**config.mk**
```make
export PLATFORM = sky130hd
export DESIGN_NAME = branch_resolve_unit
export DESIGN_NICKNAME = d
export VERILOG_FILES = /design/src/rtl/branch_resolve_unit.sv
export SDC_FILE = /design/constraint.sdc
export NUM_CORES = 1
export LEC_CHECK = 0
export BUFFER_PORTS_ARGS = -buffer_cell sky130_fd_sc_hd__clkbuf_2
export CAP_MARGIN = 15
export CORE_UTILIZATION = 55
export CTS_BUF_LIST = sky130_fd_sc_hd__clkbuf_8
export DETAILED_ROUTE_END_ITERATION = 16
export GPL_ROUTABILITY_DRIVEN = 0
export PLACE_DENSITY_LB_ADDON = 0.12
export SKIP_CTS_REPAIR_TIMING = 1
export SYNTH_ARGS = -nofsm -noshare
export SYNTH_HDL_FRONTEND = slang
export SYNTH_SLANG_ARGS = --single-unit
```
**constraint.sdc**
```tcl
create_clock -name clk -period 7 [get_ports clk]
set_input_delay 1.05 -clock clk [delete_from_list [all_inputs] [get_ports clk]]
set_output_delay 1.05 -clock clk [all_outputs]
set_load 0.05 [all_outputs]
```
**src/rtl/branch_resolve_unit.sv**
```systemverilog
// In-order queue of branch predictions between fetch and execute. It checks each
// resolved branch against its prediction and issues registered flush/redirect and predictor updates.
module branch_resolve_unit #(
  parameter int N = 32,
  parameter int D = 4
) (
  input  logic                clk,
  input  logic                rst,
  input  logic                push_valid,
  output logic                push_ready,
  input  logic [N-1:0]        push_pc,
  input  logic [1:0]          push_ctr,
  input  logic [N-1:0]        push_target,
  input  logic                res_valid,
  input  logic                res_taken,
  input  logic [N-1:0]        res_target,
  output logic                flush,
  output logic [N-1:0]        redirect_pc,
  output logic                upd_valid,
  output logic [N-1:0]        upd_pc,
  output logic                upd_taken,
  output logic [$clog2(D):0]  count,
  output logic                err_underflow
);

  localparam int AW = $clog2(D);
  localparam int CW = AW + 1;

  logic [N-1:0]  pc_mem  [D];
  logic [N-1:0]  tgt_mem [D];
  logic [D-1:0]  pred_mem;
  logic [AW-1:0] head_r;
  logic [AW-1:0] tail_r;
  logic [CW-1:0] count_r;

  logic          flush_r;
  logic          upd_valid_r;
  logic          upd_taken_r;
  logic          err_r;
  logic [N-1:0]  redirect_r;
  logic [N-1:0]  upd_pc_r;

  logic          pop_s;
  logic          push_s;
  logic          mispredict_s;
  logic          underflow_s;
  logic          head_pred_s;
  logic [N-1:0]  head_pc_s;
  logic [N-1:0]  head_tgt_s;
  logic [N-1:0]  redirect_s;

  // Only the counter MSB (predicted direction) matters once the branch is queued.
  logic          unused_ctr_lsb;
  assign unused_ctr_lsb = push_ctr[0];

  function automatic logic is_mispredict(input logic         pred_taken,
                                         input logic [N-1:0] pred_target,
                                         input logic         act_taken,
                                         input logic [N-1:0] act_target);
    return (pred_taken != act_taken) ||
           (pred_taken && act_taken && (pred_target != act_target));
  endfunction

  // Head decode, pop/push qualification and redirect target selection.
  always_comb begin
    push_ready   = (count_r < CW'(D));
    head_pc_s    = pc_mem[head_r];
    head_tgt_s   = tgt_mem[head_r];
    head_pred_s  = pred_mem[head_r];
    pop_s        = res_valid && (count_r != {CW{1'b0}});
    underflow_s  = res_valid && (count_r == {CW{1'b0}});
    mispredict_s = pop_s && is_mispredict(head_pred_s, head_tgt_s, res_taken, res_target);
    // A push alongside a mispredicting resolve is wrong-path and is dropped.
    push_s       = push_valid && push_ready && !mispredict_s;
    if (res_taken) begin
      redirect_s = res_target;
    end else begin
      redirect_s = head_pc_s + N'(32'd4);
    end
  end

  // Record storage; contents are qualified by the pointers so no reset is needed.
  always_ff @(posedge clk) begin
    if (push_s) begin
      pc_mem[tail_r]   <= push_pc;
      tgt_mem[tail_r]  <= push_target;
      pred_mem[tail_r] <= push_ctr[1];
    end
  end

  // Queue pointers and occupancy; a mispredict empties the queue.
  always_ff @(posedge clk) begin
    if (rst) begin
      head_r  <= {AW{1'b0}};
      tail_r  <= {AW{1'b0}};
      count_r <= {CW{1'b0}};
    end else if (mispredict_s) begin
      head_r  <= tail_r;
      count_r <= {CW{1'b0}};
    end else begin
      if (pop_s) begin
        head_r <= head_r + AW'(1'b1);
      end
      if (push_s) begin
        tail_r <= tail_r + AW'(1'b1);
      end
      count_r <= count_r + CW'(push_s) - CW'(pop_s);
    end
  end

  // Registered resolve results; data outputs hold between resolves.
  always_ff @(posedge clk) begin
    if (rst) begin
      flush_r     <= 1'b0;
      upd_valid_r <= 1'b0;
      upd_taken_r <= 1'b0;
      upd_pc_r    <= {N{1'b0}};
      redirect_r  <= {N{1'b0}};
      err_r       <= 1'b0;
    end else begin
      flush_r     <= mispredict_s;
      upd_valid_r <= pop_s;
      if (pop_s) begin
        upd_pc_r    <= head_pc_s;
        upd_taken_r <= res_taken;
        redirect_r  <= redirect_s;
      end
      if (underflow_s) begin
        err_r <= 1'b1;
      end
    end
  end

  assign flush         = flush_r;
  assign redirect_pc   = redirect_r;
  assign upd_valid     = upd_valid_r;
  assign upd_pc        = upd_pc_r;
  assign upd_taken     = upd_taken_r;
  assign count         = count_r;
  assign err_underflow = err_r;

endmodule
```
==> run_results.csv, run 1 <==
group,metric,value,unit
outcome,status,"finished, final reports clean",
grt,antenna_found_initial,2,
die,ios,175,
placed_design,port_buffers,173,
yosys,seq_area_frac_synth,69.16,%
setup_path,cp.required,7460,ps
final_layout,drive_above_1_share,29.39,%
yosys,synth_warnings,0,
final_layout,layout_common_cells,"edfxtp_1 (260), clkbuf_2 (173), nand2_1 (133)",
die,fp-row-count,57,
route,dr.pass1.iters,7,
power_and_ir_drop,leakage,0.005508,µW
final_layout,fin_util,64.65,%
timing,period_share,71.09,%
final_layout,syn_to_final_growth,15.62,%
timing,setup_viol,0,
timing,fin_crit,4977,ps
route,drtIter0Drc,630,
timing,fin_tns_setup,0,ps
setup_path,endpoint_kind,"flop",
die,coreArea,0.02418,mm²
die,dieHeight,158.8,µm
timing,finalMaxSlewViolations,0,
yosys,synth_edf_count,260,
clocking,cts_tree,"done",
grt,grt_usage,25.00,%
setup_path,cp_slowest_cell,"dfxtp_4",
final_layout,nets,1170,
timing,relSlewSlack,39.98,%
setup_path,cp-start-kind,"flop",
clocking,clk_latency,570,ps
power_and_ir_drop,peakVddDrop,226.0,µV
placed_design,dp.cells,1329,
yosys,yosys.area.top_type,"edfxtp_1",
die,dieArea,0.02521,mm²
yosys,synthCells,863,
timing,hold_viol_final,0,
yosys,synth_area,0.01352,mm²
clocking,cts.htree.levels,2,
route,drt-total-wl,30880,µm
timing,holdWs,450.5,ps
grt,grt_pass1_wl,46640,µm
timing,worstMarginPinSlew,900.3,ps
final_layout,fillers,1812,
route,vias_per_cell,5.648,
route,routedWlPerCell,21.67,µm
setup_path,critPathMaxFanout,36,
grt,first_global_vias,7867,
route,drc,0,
clocking,path_clk_slew,70,ps
grt,grt.overflow.total,0,
worst_hold_path,hold_class,"reg -> reg",
die,die_width,158.8,µm
run,maxCapViolations,0,
timing,fin_skew,14.85,ps
setup_path,worstPathArrival,5430,ps
grt,grt_max_degree,74,
placed_design,dpl.hpwl,20360,µm
yosys,postSynthAreaPerCell,15.66,µm²
die,start_util,55.91,%
timing,fmax,200.9,MHz
yosys,async_reset_ff_share,0,%
route,postRouteAntennaNets,0,
route,vias,8049,
clocking,cts_buffer_depth,3,
setup_path,criticalPathCategory,"reg -> reg",
yosys,synthDistinctLibCells,51,
final_layout,final_cells,1425,
yosys,synth_ff_type,"edfxtp_1",
setup_path,slowest_delay,840,ps
yosys,synth_top_cell_area_share,57.76,%
power_and_ir_drop,powerDensity,413.8,mW/mm²
clocking,numCtsBuffers,51,
yosys,synth-seq-cells,337,
yosys,synth_area_leaders,"edfxtp_1 (58%), dfxtp_1 (11%), mux4_2 (9.3%)",
clocking,clock_sinks,337,
yosys,synth_nets,975,
final_layout,final_common_cell,"edfxtp_1",
timing,grt_setup_unrepaired,"no",
setup_path,worstPathCellList,"buf_4 -> mux4_2 -> xnor2_1 -> nand4_1 -> nor4_1 -> a21boi_1 -> o41ai_4 -> inv_1 -> ha_1 -> inv_1 -> ha_1 -> inv_1 -> fa_1 -> xnor2_1 -> xnor2_1 -> and3_1",
clocking,root_buffer,"clkbuf_8",
[per-layer routing]
layer / wire length (µm) / up-vias / share of wire (%) / track usage (%)
met5: 0 / - / 0 / 0
met4: 694 / 0 / 2.2 / 7.370
met3: 2279 / 53 / 7.4 / 5.408
met2: 14550 / 319 / 47 / 38.94
met1: 13350 / 3997 / 43 / 35.61
li1: - / 3680 / - / -
[registers in the layout, summed over array words and instances, names as in the netlist, named ones only]
register	count
count	3
err_underflow	1
flush	1
head_r	2
pc_mem	128
pred_mem	4
redirect_pc	32
tail_r	2
tgt_mem	128
upd_pc	32
upd_taken	1
upd_valid	1
[cell usage after synthesis, types with 5 or more instances]
cell,count
a21oi_1,54
a31oi_1,13
and2_1,7
and3_1,6
buf_2,8
buf_6,5
clkbuf_1,26
dfxtp_1,77
edfxtp_1,260
ha_1,8
inv_1,14
mux4_1,9
mux4_2,56
nand2_1,133
nand2b_1,6
nand3_1,14
nand4_1,11
nor2_1,17
nor3_1,10
o211ai_1,6
o21ai_0,19
xnor2_1,47
xor2_1,15
[worst max-delay path, delay by kind of cell (launching register included)]
family	cells	cell delay, ps
AO/OA/AOI/OAI	2	790
XOR/XNOR	3	480
adder cells (fa/ha/maj)	3	780
buffers and inverters	4	580
flip-flops	1	840
multiplexers	1	570
AND/OR/NAND/NOR	3	800
[where the power goes]
group	internal [µW]	switching (µW)	leakage, µW	total, µW
Combinational	750	1410	0.00194	2160
Sequential	2670	201	0.00301	2870
Clock	723	712	0.000558	1430
Total	4150	2320	0.00551	6470
[logic make-up (layout without fill, tap and decap cells)]
| kind of cell | Yosys count | in the layout | synth area share [%] |
|---|---|---|---|
| and+or+nand+nor | 224 | 224 | 7.951 |
| buffers and inverters | 60 | 296 | 2.258 |
| AOI/OAI and AO/OA | 101 | 101 | 4.267 |
| other | 0 | 2 | 0 |
| muxes | 70 | 70 | 11.46 |
| adders and majority gates | 9 | 9 | 0.8886 |
| DFF | 337 | 337 | 69.16 |
| xor gates and xnor gates | 62 | 62 | 4.017 |
[through the flow]
stage               setup slack (ps)  area [µm²]  power (µW)
floorplan                       2782       13520        4469
global placement                2036       14710        5051
detailed placement              1980       14710        5092
CTS                             1935       15630        6520
global route                    1723       15630        6775
finish                          2023       15630        6468
[area by class of cell]
class	count	area [µm²]	share of cell area, %
Antenna cell	2	5.005	0.03202
Clock buffer	55	757.0	4.843
Clock inverter	39	160.2	1.025
Inverter	15	56.30	0.3602
Multi-Input combinational cell	466	3871	24.77
Sequential cell	337	9354	59.85
Tap cell	324	405.4	2.594
Timing Repair Buffer	187	1021	6.532
[worst paths after layout]
kind,from,cells after the start,end,slack (ps)
worst min-delay path,redirect_pc[16]$_SDFFE_PP0P_,2,redirect_pc[16]$_SDFFE_PP0P_,450
worst min register to register,redirect_pc[16]$_SDFFE_PP0P_,2,redirect_pc[16]$_SDFFE_PP0P_,450
worst max register to register,flop,16,count[2]$_SDFF_PP0_,2020
worst max-delay path,flop,16,count[2]$_SDFF_PP0_,2020
(Power assumes the default switching activity.)
==> run 2, diff against run 1 <==
Clock period 7 ns to 5.2 ns, I/O delays scaled along.
==> run_results.csv, run 2 (synthesis gave the netlist of run 1 again) <==
group,metric,value,unit
setup_path,cp.required,5670,ps
power_and_ir_drop,comb_power_share,32.7,%
worst_hold_path,hold_class,"in -> reg",
final_layout,drive_above_1_share,30.51,%
power_and_ir_drop,peakVddDrop,383.1,µV
run,maxCapViolations,0,
placed_design,detailedPlace.worstSlack,881.2,ps
power_and_ir_drop,switching_power,3154,µW
die,start_util,55.91,%
timing,worstMarginPinSlew,925.1,ps
timing,fmax,230.9,MHz
final_layout,fillers,1773,
grt,grt.overflow.total,0,
clocking,cts_tree,"done",
route,drtIter0Drc,726,
route,dr.pass1.iters,5,
power_and_ir_drop,powerDensity,568.4,mW/mm²
timing,hold_viol_final,0,
clocking,clock_sinks,337,
route,vias,8047,
power_and_ir_drop,swShare,35.06,%
clocking,cts_buffer_depth,3,
die,fp-row-count,57,
outcome,status,"finished, final reports clean",
timing,layout_setup_ws,868.2,ps
timing,grt_setup_unrepaired,"no",
die,dieArea,0.02521,mm²
setup_path,worstPathArrival,4810,ps
route,routedWlPerCell,21.57,µm
power_and_ir_drop,pwr-share-clk,24.7,%
timing,finalMaxSlewViolations,0,
route,vias_per_cell,5.615,
grt,grt_pass1_wl,46670,µm
final_layout,layout_common_cells,"edfxtp_1 (260), clkbuf_2 (173), nand2_1 (133)",
placed_design,port_buffers,173,
route,drt-total-wl,30910,µm
setup_path,critPathMaxFanout,17,
setup_path,criticalPathCategory,"reg -> reg",
clocking,root_buffer,"clkbuf_8",
timing,relSlewSlack,38.33,%
setup_path,endpoint_kind,"flop",
final_layout,nets,1176,
setup_path,cp-start-kind,"flop",
grt,grt_max_degree,82,
grt,first_global_vias,7863,
final_layout,largestRegisters,"pc_mem: 128 flops, tgt_mem: 128 flops",
timing,fin_skew,24.93,ps
timing,period_share,83.30,%
die,ios,175,
clocking,path_clk_slew,60,ps
final_layout,syn_to_final_growth,17.08,%
die,die_width,158.8,µm
timing,fin_crit,4332,ps
final_layout,final_common_cell,"edfxtp_1",
route,drc,0,
clocking,clk_latency,590,ps
grt,antenna_found_initial,1,
power_and_ir_drop,p_seq_share,42.6,%
route,postRouteAntennaNets,0,
placed_design,dpl.hpwl,20310,µm
power_and_ir_drop,leakage,0.005616,µW
power_and_ir_drop,internal_power,5842,µW
clocking,numCtsBuffers,52,
timing,setup_viol,0,
die,coreArea,0.02418,mm²
timing,fin_tns_setup,0,ps
clocking,cts.htree.levels,2,
grt,grt_usage,24.94,%
die,dieHeight,158.8,µm
run 2: cell types whose count changed in the layout (fill, tap and decap cells not counted):
| cell | change |
|---|---|
| bufinv_16 | +3 |
| inv_8 | +1 |
| clkbuf_8 | +6 |
| diode_2 | -1 |
| clkinv_1 | -6 |
| buf_4 | +5 |
run 2: per-layer routing:
metal	vias up	share of wire, %	GRT usage, %
li1	3691	-	-
met1	4017	44	36.38
met2	295	46	37.98
met3	44	7.6	5.068
met4	0	2.2	7.723
met5	-	0	0
run 2: power groups by stage:
| stage | sequential (µW) | clock (µW) | combinational [µW] |
|---|---|---|---|
| floorplan | 4330 | 0 | 1690 |
| global placement | 3860 | 0 | 2940 |
| detailed placement | 3890 | 0 | 2960 |
| CTS | 3830 | 2270 | 2970 |
| global route | 3890 | 2380 | 3160 |
| finish | 3830 | 2220 | 2950 |
run 2: metrics by stage:
stage | utilization (%) | std cells | total power (µW) | cell area (µm²) | hold slack (ps)
final | 65.46 | 1433 | 8995 | 15830 | 410.5
after global routing | 65.46 | 1433 | 9428 | 15830 | 384.2
after CTS | 65.45 | 1432 | 9067 | 15820 | 366.9
after detailed placement | 60.99 | 1334 | 6846 | 14750 | 447.9
after global placement | 60.99 | 1334 | 6802 | 14750 | 438.9
after floorplan | - | 863 | 6016 | 13520 | 491.0
run 2: area by class of cell:
cell class,instances,area [µm²],area share [%]
sequential,337,9354,59.10
clock inverter,37,239.0,1.510
timing repair buffer,192,1059,6.688
antenna,1,2.502,0.01581
tap,324,405.4,2.561
clock buffer,61,839.6,5.305
inverter,15,56.30,0.3558
multi-input combinational,466,3871,24.46
run 2: final timing paths:
check,slack [ps],startpoint,cells after the start,to
setup / recovery,870,flop,16,count[2]$_SDFF_PP0_
hold / removal,410,push_pc[1],1,pc_mem[3][1]$_DFFE_PP_
setup reg to reg,870,flop,16,count[2]$_SDFF_PP0_
hold reg to reg,450,redirect_pc[25]$_SDFFE_PP0P_,2,redirect_pc[25]$_SDFFE_PP0P_
run 2: worst max-delay path, cell delays in order, from the launching register on:
cell and delay, ps:
dfxtp_4 590, buf_4 290, mux4_2 530, xnor2_1 170, nand4_1 140, nor4_1 510, a21boi_1 310, o41ai_4 280
inv_1 70, ha_1 270, inv_1 60, ha_1 130, inv_1 50, fa_1 370, xnor2_1 150, xnor2_1 120
and3_1 170
==> run 3, diff against run 2 <==
Settings changed: ABC_AREA from default to 1.
Clock period 5.2 ns to 4.3 ns, I/O delays scaled along.
==> run_results.csv, run 3 <==
group,metric,value,unit
die,die_width,164.7,µm
power_and_ir_drop,peakVddDrop,479.5,µV
grt,first_global_vias,10080,
clocking,cts.htree.levels,2,
final_layout,drive_above_1_share,19.69,%
timing,hold_viol_final,0,
grt,grt_use_met3,5.475,%
timing,setup_viol,0,
yosys,synth_warnings,0,
setup_path,endpoint_kind,"flop",
grt,top_usage_layer,"met2",
final_layout,largestRegisters,"pc_mem: 128 flops, tgt_mem: 128 flops",
clocking,path_clk_slew,70,ps
placed_design,detailedPlace.worstSlack,631.5,ps
final_layout,nets,1735,
yosys,synth.cells.most_frequent,"nand2_1 (464), edfxtp_1 (260), nand3_1 (178), inv_1 (82), dfxtp_1 (77)",
die,fp-row-count,59,
final_layout,final_common_cell,"nand2_1",
route,postRouteAntennaNets,0,
final_layout,syn_to_final_growth,14.53,%
route,vias,10860,
grt,grt.overflow.total,0,
route,routedWlPerCell,17.97,µm
setup_path,cp.required,4790,ps
yosys,synth_ff_type,"edfxtp_1",
die,dieHeight,164.7,µm
setup_path,criticalPathCategory,"reg -> reg",
grt,grt_max_degree,88,
grt,grtUsageMet2,44.65,%
route,dr.pass1.iters,5,
run,maxCapViolations,0,
timing,finalMaxSlewViolations,0,
timing,relSlewSlack,25.77,%
clocking,root_buffer,"clkbuf_8",
yosys,synth_edf_count,260,
placed_design,port_buffers,173,
final_layout,fillers,2125,
timing,fin_skew,24.46,ps
grt,antenna_found_initial,2,
timing,period_share,85.70,%
yosys,synth_area_leaders,"edfxtp_1 (54%), nand2_1 (12%), dfxtp_1 (11%)",
die,ios,175,
grt,grt_use_met1,34.31,%
yosys,synthCells,1445,
yosys,seq_area_frac_synth,64.21,%
timing,fin_tns_setup,0,ps
timing,worstMarginPinSlew,1112,ps
yosys,synthDistinctLibCells,43,
outcome,status,"finished, final reports clean",
route,vias_per_cell,5.426,
setup_path,cp-start-kind,"flop",
die,start_util,56.03,%
power_and_ir_drop,leakage,0.006795,µW
setup_path,worstPathArrival,4180,ps
final_layout,layout_common_cells,"nand2_1 (463), edfxtp_1 (260), nand3_1 (178)",
yosys,synth.most_common_cell,"nand2_1",
yosys,yosys.area.top_type,"edfxtp_1",
yosys,synth_area,0.01456,mm²
timing,grt_setup_unrepaired,"no",
clocking,cts_buffer_depth,3,
power_and_ir_drop,powerDensity,659.1,mW/mm²
yosys,synth-seq-cells,337,
route,drt-total-wl,35980,µm
clocking,clk_latency,580,ps
die,dieArea,0.02713,mm²
grt,grt_pass1_wl,53940,µm
timing,fin_crit,3685,ps
route,drc,0,
yosys,postSynthAreaPerCell,10.08,µm²
grt,grt_usage,26.77,%
setup_path,critPathMaxFanout,87,
timing,holdWs,275.8,ps
placed_design,dp.cells,1903,
clocking,cts_tree,"done",
timing,layout_setup_ws,615.0,ps
final_layout,final_cells,2002,
clocking,clock_sinks,337,
yosys,synth_top_cell_area_share,53.62,%
yosys,async_reset_ff_share,0,%
timing,fmax,271.4,MHz
worst_hold_path,hold_class,"in -> reg",
clocking,numCtsBuffers,53,
die,coreArea,0.02598,mm²
route,drtIter0Drc,769,
placed_design,dpl.hpwl,23690,µm
yosys,synth_nets,1557,
-- run 3: cell count changes after synthesis, moves of 12 or more --
cell	before	now
buf_6	5	17
inv_1	14	82
mux4_2	56	0
nand2_1	133	464
nand2_2	0	13
nand3_1	14	178
nor2_1	17	72
o21ai_0	19	56
xnor2_1	47	3
xor2_1	15	1
-- run 3: where the power goes --
| group | internal [µW] | total [µW] | switching (µW) |
|---|---|---|---|
| Clock | 1360 | 2560 | 1200 |
| Sequential | 4100 | 4330 | 227 |
| Combinational | 1040 | 4100 | 3060 |
-- run 3: through the flow --
stage	instance area [µm²]	util (%)	total power [µW]
final	16680	64.18	10990
after detailed placement	15650	60.24	8493
after global placement	15650	60.24	8419
after floorplan	14560	-	7473
after global routing	16670	64.17	11640
after CTS	16670	64.17	11050
-- run 3: path summary, 6_finish.rpt --
check	start	to	slack [ps]	depth (start not counted)
max	flop	count[2]$_SDFF_PP0_	610	23
min reg2reg	err_underflow$_SDFFE_PP0P_	err_underflow$_SDFFE_PP0P_	460	2
min	push_target[4]	tgt_mem[2][4]$_DFFE_PP_	280	1
max reg2reg	flop	count[2]$_SDFF_PP0_	610	23
-- run 3: routing by layer --
metal / vias to the layer above / share of wire [%]
li1: 5276 / -
met1: 5125 / 42
met2: 386 / 48
met3: 73 / 6.8
met4: 2 / 3.0
met5: - / 0.036
-- run 3: final cells by class --
type	instances	area, µm²	share of cell area [%]
Timing Repair Buffer	191	1076	6.453
Sequential cell	337	9354	56.09
Clock buffer	58	798.3	4.787
Tap cell	335	419.2	2.514
Antenna cell	1	2.502	0.01501
Inverter	97	371.6	2.228
Multi-Input combinational cell	943	4433	26.58
Clock inverter	40	221.5	1.328
-- run 3: worst max-delay path: stages, from the launching register on --
cell and delay (ps):
dfxtp_4 370, inv_6 470, nand2_1 110, nand3_1 120
nand2_1 60, nand2_1 50, nand2_1 70, inv_1 50
nand2_1 70, nor2_1 90, nand2_1 50, nor2_1 140
nand2_1 110, nand2_1 100, nand2_1 130, nand2_2 170
nand2_2 70, ha_1 270, inv_1 50, ha_1 120
inv_1 40, fa_1 370, or2_2 300, a21oi_1 120
-- run 3: cells by family after synthesis --
logic type	Yosys count	share of synthesized area [%]
XOR/XNOR	4	0.2407
AND/OR/NAND/NOR	767	22.55
buffers and inverters	165	5.569
AO/OA/AOI/OAI	163	6.608
adder cells (fa/ha/maj)	9	0.8250
flip-flops	337	64.21
